===== src/rtl/fpu_addsub_seq.sv =====
// Multi-cycle floating-point adder/subtractor with start/done handshake and one-hot status.
// Optional macro FPU_ROUND_NEAREST_EN: round-to-nearest-even in a two-cycle PACK (default truncates).
module fpu_addsub_seq #(
    parameter int EXP_W = 6,
    parameter int MAN_W = 25,
    parameter int BIAS  = 2**(EXP_W-1)-1
) (
    input  logic                 clock100KHz,
    input  logic                 reset,
    input  logic                 start_in,
    input  logic                 op_sub_in,
    input  logic [EXP_W+MAN_W:0] op_A_in,
    input  logic [EXP_W+MAN_W:0] op_B_in,
    output logic                 busy_out,
    output logic                 done_out,
    output logic [EXP_W+MAN_W:0] data_out,
    output logic [3:0]           status_out
);
    localparam int W  = 1 + EXP_W + MAN_W;
    localparam int XM = MAN_W + 4;
    localparam int XW = EXP_W + 2;

    // Exponents are carried unbiased and signed so the limits below read as real magnitudes.
    localparam logic signed [XW-1:0] BIAS_X  = XW'(BIAS);
    localparam logic signed [XW-1:0] EXP_MIN = XW'(1 - BIAS);
    localparam logic signed [XW-1:0] EXP_MAX = XW'(2**EXP_W - 1 - BIAS);
    localparam logic signed [XW-1:0] EXP_INC = XW'(1);
    localparam logic [7:0]           SHIFT_MAX = 8'(MAN_W + 2);

    localparam logic [3:0] ST_EXACT = 4'b0001;
    localparam logic [3:0] ST_OVF   = 4'b0010;
    localparam logic [3:0] ST_UNF   = 4'b0100;
    localparam logic [3:0] ST_INX   = 4'b1000;

    typedef enum logic [2:0] {IDLE, UNPACK, ALIGN, ADD, NORM, PACK, PACK_OUT, DONE} state_t;

    state_t                 state_reg;
    logic [W-1:0]           a_reg;
    logic [W-1:0]           b_reg;
    logic                   sign_reg;
    logic                   eff_sub_reg;
    logic signed [XW-1:0]   exp_a_reg;
    logic signed [XW-1:0]   exp_b_reg;
    logic [XM-1:0]          man_a_reg;
    logic [XM-1:0]          man_b_reg;
    logic [XM:0]            sum_reg;
    logic [7:0]             shift_cnt_reg;
    logic                   uflow_reg;
    logic [W-1:0]           result_reg;
    logic [3:0]             stat_reg;

    logic                   a_zero;
    logic                   b_zero;
    logic                   a_ge_b;
    logic signed [XW-1:0]   a_exp_unb;
    logic signed [XW-1:0]   b_exp_unb;
    logic [XM:0]            add_res;
    logic [W-1:0]           pack_data;
    logic [3:0]             pack_stat;

    always_comb begin
        a_zero    = (a_reg[W-2:MAN_W] == '0);
        b_zero    = (b_reg[W-2:MAN_W] == '0);
        a_ge_b    = (a_reg[W-2:0] >= b_reg[W-2:0]);
        a_exp_unb = $signed({2'b00, a_reg[W-2:MAN_W]}) - BIAS_X;
        b_exp_unb = $signed({2'b00, b_reg[W-2:MAN_W]}) - BIAS_X;
        add_res   = eff_sub_reg ? ({1'b0, man_a_reg} - {1'b0, man_b_reg})
                                : ({1'b0, man_a_reg} + {1'b0, man_b_reg});
    end

    // sum_reg layout: [XM] carry, [XM-1] hidden, [XM-2:3] mantissa, [2:0] guard/round/sticky.
    always_comb begin
        pack_data = {sign_reg, EXP_W'(exp_a_reg + BIAS_X), sum_reg[XM-2:3]};
        pack_stat = (|sum_reg[2:0]) ? ST_INX : ST_EXACT;
        if (exp_a_reg > EXP_MAX) begin
            pack_data = {sign_reg, {EXP_W{1'b1}}, {MAN_W{1'b1}}};
            pack_stat = ST_OVF;
        end else if (uflow_reg) begin
            pack_data = {sign_reg, {(W-1){1'b0}}};
            pack_stat = ST_UNF;
        end
    end

`ifdef FPU_ROUND_NEAREST_EN
    logic [MAN_W+1:0] rnd_man;
    logic             rnd_up;

    always_comb begin
        rnd_man = {1'b0, sum_reg[XM-1:3]} + {{(MAN_W+1){1'b0}}, 1'b1};
        rnd_up  = sum_reg[2] & (sum_reg[3] | sum_reg[1] | sum_reg[0]);
    end
`endif

    always_ff @(posedge clock100KHz) begin
        if (!reset) begin
            state_reg     <= IDLE;
            busy_out      <= 1'b0;
            done_out      <= 1'b0;
            data_out      <= '0;
            status_out    <= ST_EXACT;
            a_reg         <= '0;
            b_reg         <= '0;
            sign_reg      <= 1'b0;
            eff_sub_reg   <= 1'b0;
            exp_a_reg     <= '0;
            exp_b_reg     <= '0;
            man_a_reg     <= '0;
            man_b_reg     <= '0;
            sum_reg       <= '0;
            shift_cnt_reg <= '0;
            uflow_reg     <= 1'b0;
            result_reg    <= '0;
            stat_reg      <= ST_EXACT;
        end else begin
            done_out <= 1'b0;
            case (state_reg)
                IDLE: begin
                    if (start_in) begin
                        a_reg     <= op_A_in;
                        b_reg     <= {op_B_in[W-1] ^ op_sub_in, op_B_in[W-2:0]};
                        busy_out  <= 1'b1;
                        state_reg <= UNPACK;
                    end
                end
                UNPACK: begin
                    shift_cnt_reg <= '0;
                    uflow_reg     <= 1'b0;
                    eff_sub_reg   <= a_reg[W-1] ^ b_reg[W-1];
                    if (a_zero && b_zero) begin
                        result_reg <= '0;
                        stat_reg   <= ST_EXACT;
                        state_reg  <= DONE;
                    end else if (a_zero) begin
                        result_reg <= b_reg;
                        stat_reg   <= ST_EXACT;
                        state_reg  <= DONE;
                    end else if (b_zero) begin
                        result_reg <= a_reg;
                        stat_reg   <= ST_EXACT;
                        state_reg  <= DONE;
                    end else if (a_ge_b) begin
                        sign_reg  <= a_reg[W-1];
                        exp_a_reg <= a_exp_unb;
                        exp_b_reg <= b_exp_unb;
                        man_a_reg <= {1'b1, a_reg[MAN_W-1:0], 3'b000};
                        man_b_reg <= {1'b1, b_reg[MAN_W-1:0], 3'b000};
                        state_reg <= ALIGN;
                    end else begin
                        sign_reg  <= b_reg[W-1];
                        exp_a_reg <= b_exp_unb;
                        exp_b_reg <= a_exp_unb;
                        man_a_reg <= {1'b1, b_reg[MAN_W-1:0], 3'b000};
                        man_b_reg <= {1'b1, a_reg[MAN_W-1:0], 3'b000};
                        state_reg <= ALIGN;
                    end
                end
                ALIGN: begin
                    if (exp_b_reg == exp_a_reg) begin
                        state_reg <= ADD;
                    end else if (shift_cnt_reg > SHIFT_MAX) begin
                        man_b_reg <= {{(XM-1){1'b0}}, |man_b_reg};
                        state_reg <= ADD;
                    end else begin
                        man_b_reg     <= {1'b0, man_b_reg[XM-1:2], man_b_reg[1] | man_b_reg[0]};
                        exp_b_reg     <= exp_b_reg + EXP_INC;
                        shift_cnt_reg <= shift_cnt_reg + 8'd1;
                    end
                end
                ADD: begin
                    if (add_res == '0) begin
                        result_reg <= '0;
                        stat_reg   <= ST_EXACT;
                        state_reg  <= DONE;
                    end else begin
                        sum_reg   <= add_res;
                        state_reg <= NORM;
                    end
                end
                NORM: begin
                    if (sum_reg[XM]) begin
                        sum_reg   <= {1'b0, sum_reg[XM:2], sum_reg[1] | sum_reg[0]};
                        exp_a_reg <= exp_a_reg + EXP_INC;
                        state_reg <= PACK;
                    end else if (sum_reg[XM-1]) begin
                        state_reg <= PACK;
                    end else if (exp_a_reg == EXP_MIN) begin
                        uflow_reg <= 1'b1;
                        state_reg <= PACK;
                    end else begin
                        sum_reg   <= {sum_reg[XM-1:0], 1'b0};
                        exp_a_reg <= exp_a_reg - EXP_INC;
                    end
                end
`ifdef FPU_ROUND_NEAREST_EN
                PACK: begin
                    // A rounding carry out of the hidden bit renormalises to 1.000... at exponent+1.
                    if (!uflow_reg && rnd_up) begin
                        if (rnd_man[MAN_W+1]) begin
                            sum_reg   <= {1'b0, rnd_man[MAN_W+1:1], sum_reg[2:0]};
                            exp_a_reg <= exp_a_reg + EXP_INC;
                        end else begin
                            sum_reg <= {1'b0, rnd_man[MAN_W:0], sum_reg[2:0]};
                        end
                    end
                    state_reg <= PACK_OUT;
                end
                PACK_OUT: begin
                    result_reg <= pack_data;
                    stat_reg   <= pack_stat;
                    state_reg  <= DONE;
                end
`else
                PACK: begin
                    result_reg <= pack_data;
                    stat_reg   <= pack_stat;
                    state_reg  <= DONE;
                end
`endif
                DONE: begin
                    data_out   <= result_reg;
                    status_out <= stat_reg;
                    done_out   <= 1'b1;
                    busy_out   <= 1'b0;
                    state_reg  <= IDLE;
                end
                default: state_reg <= IDLE;
            endcase
        end
    end
endmodule


===== config.mk =====
export PLATFORM = sky130hd
export DESIGN_NAME = fpu_addsub_seq
export DESIGN_NICKNAME = d
export VERILOG_FILES = /design/src/rtl/fpu_addsub_seq.sv
export SDC_FILE = /design/constraint.sdc
export NUM_CORES = 1
export LEC_CHECK = 0
export CORE_UTILIZATION = 54
export CTS_BUF_LIST = sky130_fd_sc_hd__clkbuf_4
export DETAILED_ROUTE_END_ITERATION = 7
export PLACE_DENSITY = 0.84
export SLEW_MARGIN = 10
export SYNTH_ARGS = -nofsm -noshare
export SYNTH_HDL_FRONTEND = slang
export SYNTH_SLANG_ARGS = --single-unit

===== constraint.sdc =====
create_clock -name clock100KHz -period 5.98 [get_ports clock100KHz]
set_input_delay 1.794 -clock clock100KHz [delete_from_list [all_inputs] [get_ports clock100KHz]]
set_output_delay 1.794 -clock clock100KHz [all_outputs]
set_load 0.02 [all_outputs]

==> results.cfg, run 1 <==
[hold_path]
hold_path_depth = 2
hold_class = register to register
hold_end = data_out[15]$_SDFFE_PN0P_
min_from = result_reg[15]$_SDFFE_PN0P_

[logic_synthesis]
synthesis.nets = 2148
synth_edf_count = 0
yosysSeqAreaShare_pct = 32.83
synthDistinctLibCells = 87
ys_ff_latch = 253
ys.warnings.count = 0
synth_area_sq_mm = 0.01543
ys.flop_type = dfxtp_1
async_flop_share_pct = 0
synth_area_per_cell_sq_um = 7.694
postSynthCellCount = 2005

[global_routing]
grt_pass1_wl_mm = 74.31
grt_use_met1_pct = 42.10
grt.busiest_layer = met2
met3_usage_pct = 7.402
antenna_found_initial = 1
gr-total-overflow = 0
grt_pass1_vias = 14230
met2_usage_pct = 50.04
grt_max_degree = 108
grt_usage_pct = 32.31

[floorplanning]
io_pins = 106
die_width_microns = 171.0
die_y_microns = 171.0
rows = 61
core_area_sq_mm = 0.02793
start_util_pct = 55.22
dieArea_sq_mm = 0.02925

[timing]
fin_crit_ns = 5.618
fin_skew_ns = 0.08715
tightest_slew_ns = 1.309
finalSetupTns_ns = 0
period_share_pct = 93.95
rsz0062_at_grt = no
report.final.slew_viol_count = 0
whs_ns = 0.4365
layout_setup_ws_ns = 0.3616
setup_viol = 0
hold_violations = 0
fmax_mhz = 178.0
relSlewSlack_pct = 12.58

[clock_tree]
clkTransAtPathRegs_ns = 0.07
numCtsBuffers = 68
clock_path_buffers = 3
cts_max_level = 3
clock_latency_ns = 0.72
root_buffer = clkbuf_4
cts.sink_count = 253
cts_tree = done

[setup_path]
r2r_start = man_b_reg[9]$_SDFFE_PN0P_
r2r-end = stat_reg[0]$_SDFFE_PN1P_
cp-start-kind = register
required_ns = 6.54
path_max_fanout = 7
reg2reg_depth = 20
cp.arrival_ns = 6.18
cpPeakStageDelay_ns = 0.63
reg2reg_slack_ns = 0.36
crit_buf_inv = 2
worst_setup_path_end_kind = register
cpMaxStageDelayCell = or4_1
path_cells = or4_1, nor4_1, buf_4, nand2_1, or3_1, nor4_1, nor2_1, xnor2_1, ha_2, a21oi_2, o21ai_0, a2111oi_2, o32ai_1, or4b_1, nand3_1, nand2_1, nor4_4, buf_6, nor2_2, a2111o_1
crit_family = simple AND/OR/NAND/NOR gates
worstSetupPathType = register to register

[drt]
dr_total_vias = 15390
routed_via_density = 6.131
wl_per_cell_microns = 18.94
drc = 0
drt_wl_total_mm = 47.54
firstDrtPassIters = 6
drt-initial-drc-count = 1684
antenna_left = 0

[power]
ir_drop_mv = 0.3631
p_leak_nw = 6.691
power_density_mw_per_mm2 = 653.1

[place]
dp_hpwl_mm = 33.74
place_ws_ns = 0.3334
io_buffers = 105
globalplace.congestion = 0.9697

[finish]
fin_nets = 2229
final_cell_mix = nand2_1 (385), dfxtp_1 (253), a21oi_1 (241)
syn_to_final_growth_pct = 14.79
fin_util_pct = 63.39
drive_gt1_share_pct = 11.50
mostFrequentLayoutCell = nand2_1

[flow_run]
cap_viol_max_count = 0

[outcome]
status = complete, no violations
-- timing repair --
| action | 4_1_cts | 5_1_grt |
|---|---|---|
| setup endpoints to repair | 0 | 33 |
| buffers inserted | 0 | 12 |
| resized for setup | 0 | 8 |
| hold buffers | 0 | 0 |
-- per-layer routing --
layer	part of all wire [%]	wire length [microns]
met5	0	0
met3	9.9	4689
met1	41	19670
met4	4.6	2208
met2	44	20970
-- how the worst max path moves through the flow --
stage / cells after the start / endpoint / startpoint
floorplan: 20 / stat_reg[0]$_SDFFE_PN1P_ / man_b_reg[3]$_SDFFE_PN0P_
global placement: 20 / result_reg[0]$_SDFFE_PN0P_ / man_b_reg[3]$_SDFFE_PN0P_
detailed placement: 20 / result_reg[1]$_SDFFE_PN0P_ / man_b_reg[3]$_SDFFE_PN0P_
CTS: 22 / result_reg[1]$_SDFFE_PN0P_ / man_b_reg[0]$_SDFFE_PN0P_
global route: 20 / stat_reg[0]$_SDFFE_PN1P_ / man_b_reg[9]$_SDFFE_PN0P_
finish: 20 / stat_reg[0]$_SDFFE_PN1P_ / man_b_reg[9]$_SDFFE_PN0P_
-- cell usage after synthesis, types with 43 or more instances --
library cell | count | area, sq um
a211oi_1 | 44 | 330.3
a21oi_1 | 243 | 1216
clkbuf_1 | 127 | 476.7
dfxtp_1 | 253 | 5065
ha_1 | 74 | 925.9
inv_1 | 58 | 217.7
mux2i_1 | 46 | 460.4
nand2_1 | 386 | 1449
nand3_1 | 65 | 325.3
nor2_1 | 143 | 536.8
nor3_1 | 43 | 215.2
o21ai_0 | 82 | 410.4
xnor2_1 | 57 | 499.2
-- through the flow --
stage	std cells	cell area, sq um	total power, mW
4_1_cts	2496	17560	11.30
3_3_place_gp	2381	16720	9.597
6_report	2510	17710	11.56
5_1_grt	2510	17710	12.33
2_1_floorplan	2005	15430	7.805
3_5_place_dp	2381	16720	9.728
-- power by group --
part | leakage, nW | switching [mW] | internal (mW) | total (mW)
clock network | 0.495 | 0.757 | 0.793 | 1.55
logic | 4.14 | 4.49 | 2.94 | 7.43
registers | 2.06 | 0.514 | 2.07 | 2.58
-- worst reg2reg max path, stage by stage, from the launching register on --
cell and delay (ns):
dfxtp_1 0.36, or4_1 0.63, nor4_1 0.27, buf_4 0.17, nand2_1 0.06, or3_1 0.39
nor4_1 0.20, nor2_1 0.09, xnor2_1 0.18, ha_2 0.35, a21oi_2 0.16, o21ai_0 0.11
a2111oi_2 0.36, o32ai_1 0.16, or4b_1 0.51, nand3_1 0.18, nand2_1 0.16, nor4_4 0.45
buf_6 0.22, nor2_2 0.07, a2111o_1 0.46
-- logic make-up after synthesis --
kind of cell / Yosys count / share of synthesized area (%)
mux: 75 / 5.102
simple gates: 743 / 21.47
fa+ha+maj: 75 / 6.132
buf+inv: 203 / 5.248
flops: 253 / 32.83
compound gates: 578 / 24.79
xor+xnor: 78 / 4.429
-- layout make-up --
| type | count | area [sq um] |
|---|---|---|
| Fill cell | 2376 | 10230 |
| Sequential cell | 253 | 5065 |
| Clock buffer | 90 | 675.6 |
| Timing Repair Buffer | 154 | 1455 |
| Inverter | 59 | 226.5 |
| Antenna cell | 1 | 2.502 |
| Tap cell | 378 | 473.0 |
| Clock inverter | 25 | 168.9 |
| Multi-Input combinational cell | 1550 | 9641 |
Power figures use the tool's default switching activity.
==> run 2: changes to the inputs <==
- CORE_UTILIZATION: 54 -> 32
- PLACE_DENSITY: 0.84 -> 0.59
==> run 2 against run 1 <==
Net effect:
- via count down 2.9%
- clock power up 8%
- hold slack better by 0.018 ns
- die area up 68%
- clock skew down 0.017 ns
- fmax down 0.37%
- global-route usage down 12 points
- clock-buffer cell count up 11
- sequential cell count unchanged
- design area up 1.4%
- first-iteration DRC count down 29%
- critical path type unchanged
- largest power group unchanged
- highest routed layer unchanged
==> results.cfg, run 2 (synthesized netlist as in run 1, its figures left out) <==
[outcome]
status = complete, no violations

[global_routing]
grt_pass1_wl_mm = 78.92
grt_usage_pct = 20.33
antenna_found_initial = 2
grt_max_degree = 118
grt_pass1_vias = 14070
gr-total-overflow = 0

[timing]
fmax_mhz = 177.3
whs_ns = 0.4547
relSlewSlack_pct = 32.65
rsz0062_at_grt = no
fin_crit_ns = 5.639
period_share_pct = 94.30
hold_violations = 0
tightest_slew_ns = 1.009
setup_viol = 0
report.final.slew_viol_count = 0
finalSetupTns_ns = 0
fin_skew_ns = 0.07045

[floorplanning]
die_y_microns = 221.6
rows = 80
dieArea_sq_mm = 0.04909
core_area_sq_mm = 0.04765
start_util_pct = 32.38
io_pins = 106
die_width_microns = 221.6

[setup_path]
worstSetupPathType = register to register
path_max_fanout = 7
required_ns = 6.59
worst_setup_path_end_kind = register
cp.arrival_ns = 6.25
cp-start-kind = register

[clock_tree]
cts_resized = 0
ctsHoldBuffers = 0
cts_max_level = 3
cts_tree = done
clock_path_buffers = 3
clock_latency_ns = 0.77
cts_setup_buffers = 0
cts.sink_count = 253
numCtsBuffers = 70
root_buffer = clkbuf_4
clkTransAtPathRegs_ns = 0.06

[power]
p_comb_share_pct = 63.4
ir_drop_mv = 0.2971
p_int_mw = 5.845
p_sw_mw = 5.834
p_leak_nw = 6.686
p_seq_share_pct = 22.3
power_density_mw_per_mm2 = 650.4
switching_share_pct = 49.95
pwr-share-clk_pct = 14.3

[finish]
final_cell_mix = nand2_1 (385), dfxtp_1 (253), a21oi_1 (243)
regArea_sq_mm = 0.005065
multi_input_area_sq_mm = 0.009620
n_fill_cell = 4978
fin_util_pct = 37.69
stdcell_area_sq_mm = 0.01796
mostFrequentLayoutCell = nand2_1
drive_gt1_share_pct = 11.31
syn_to_final_growth_pct = 16.42
fin_nets = 2217
instances_no_fill = 2739

[drt]
firstDrtPassIters = 6
dr_total_vias = 14940
drt-initial-drc-count = 1201
antenna_left = 0
routed_via_density = 5.453
drc = 0
drt_wl_total_mm = 51.05
wl_per_cell_microns = 18.64

[place]
globalplace.congestion = 0.9238
dpl.cell_count = 2617
dp_hpwl_mm = 37.51
post_dp_cell_area_sq_mm = 0.01702
io_buffers = 105

[hold_path]
hold_class = register to register

[flow_run]
cap_viol_max_count = 0
run 2: final timing paths:
check,start,to,slack [ns],cells after the start
setup / recovery,man_b_reg[10]$_SDFFE_PN0P_,stat_reg[0]$_SDFFE_PN1P_,0.34,19
hold / removal,data_out[26]$_SDFFE_PN0P_,data_out[26]$_SDFFE_PN0P_,0.45,2
setup reg to reg,man_b_reg[10]$_SDFFE_PN0P_,stat_reg[0]$_SDFFE_PN1P_,0.34,19
hold reg to reg,data_out[26]$_SDFFE_PN0P_,data_out[26]$_SDFFE_PN0P_,0.45,2
run 2: cell type report:
type | count | area share, %
Multi-Input combinational cell | 1549 | 53.57
Sequential cell | 253 | 28.20
Timing Repair Buffer | 141 | 7.538
Tap cell | 615 | 4.285
Clock buffer | 101 | 4.222
Inverter | 59 | 1.261
Clock inverter | 19 | 0.8918
Antenna cell | 2 | 0.02787
run 2: metal layers:
metal / wire [microns] / global-route usage [%] / share of wire, %
met4: 1380 / 7.325 / 2.7
met1: 23500 / 27.59 / 46
met3: 2927 / 3.180 / 5.7
met5: 0 / 0 / 0
met2: 23240 / 32.52 / 46
run 2: metrics by stage:
stage          power (mW)  worst slack (ns)
2_1_floorplan       7.805            0.5532
3_3_place_gp        9.946            0.3047
3_5_place_dp        9.952            0.2959
4_1_cts             11.69            0.2928
5_1_grt             12.52           0.01176
6_report            11.68            0.3407
run 2: power groups by stage:
stage	clock network, mW	registers, mW	logic, mW
final	1.67	2.61	7.40
after global routing	1.80	2.65	8.08
after CTS	1.71	2.59	7.39
after detailed placement	0	2.62	7.33
after global placement	0	2.62	7.33
after floorplan	0	2.35	5.45
run 2: worst max-delay path, stage by stage (launching register included):
cell and delay [ns]:
dfxtp_1 0.36, or4_1 0.63, nor4_2 0.37, nand2_1 0.12
or3_1 0.40, nor4_1 0.20, nor2_1 0.08, xnor2_1 0.14
ha_1 0.40, a21oi_1 0.28, o21ai_0 0.14, a2111oi_0 0.41
o32ai_1 0.16, or4b_1 0.51, nand3_1 0.19, nand2_1 0.15
nor4_4 0.23, buf_4 0.22, nor2_2 0.06, a2111o_1 0.44
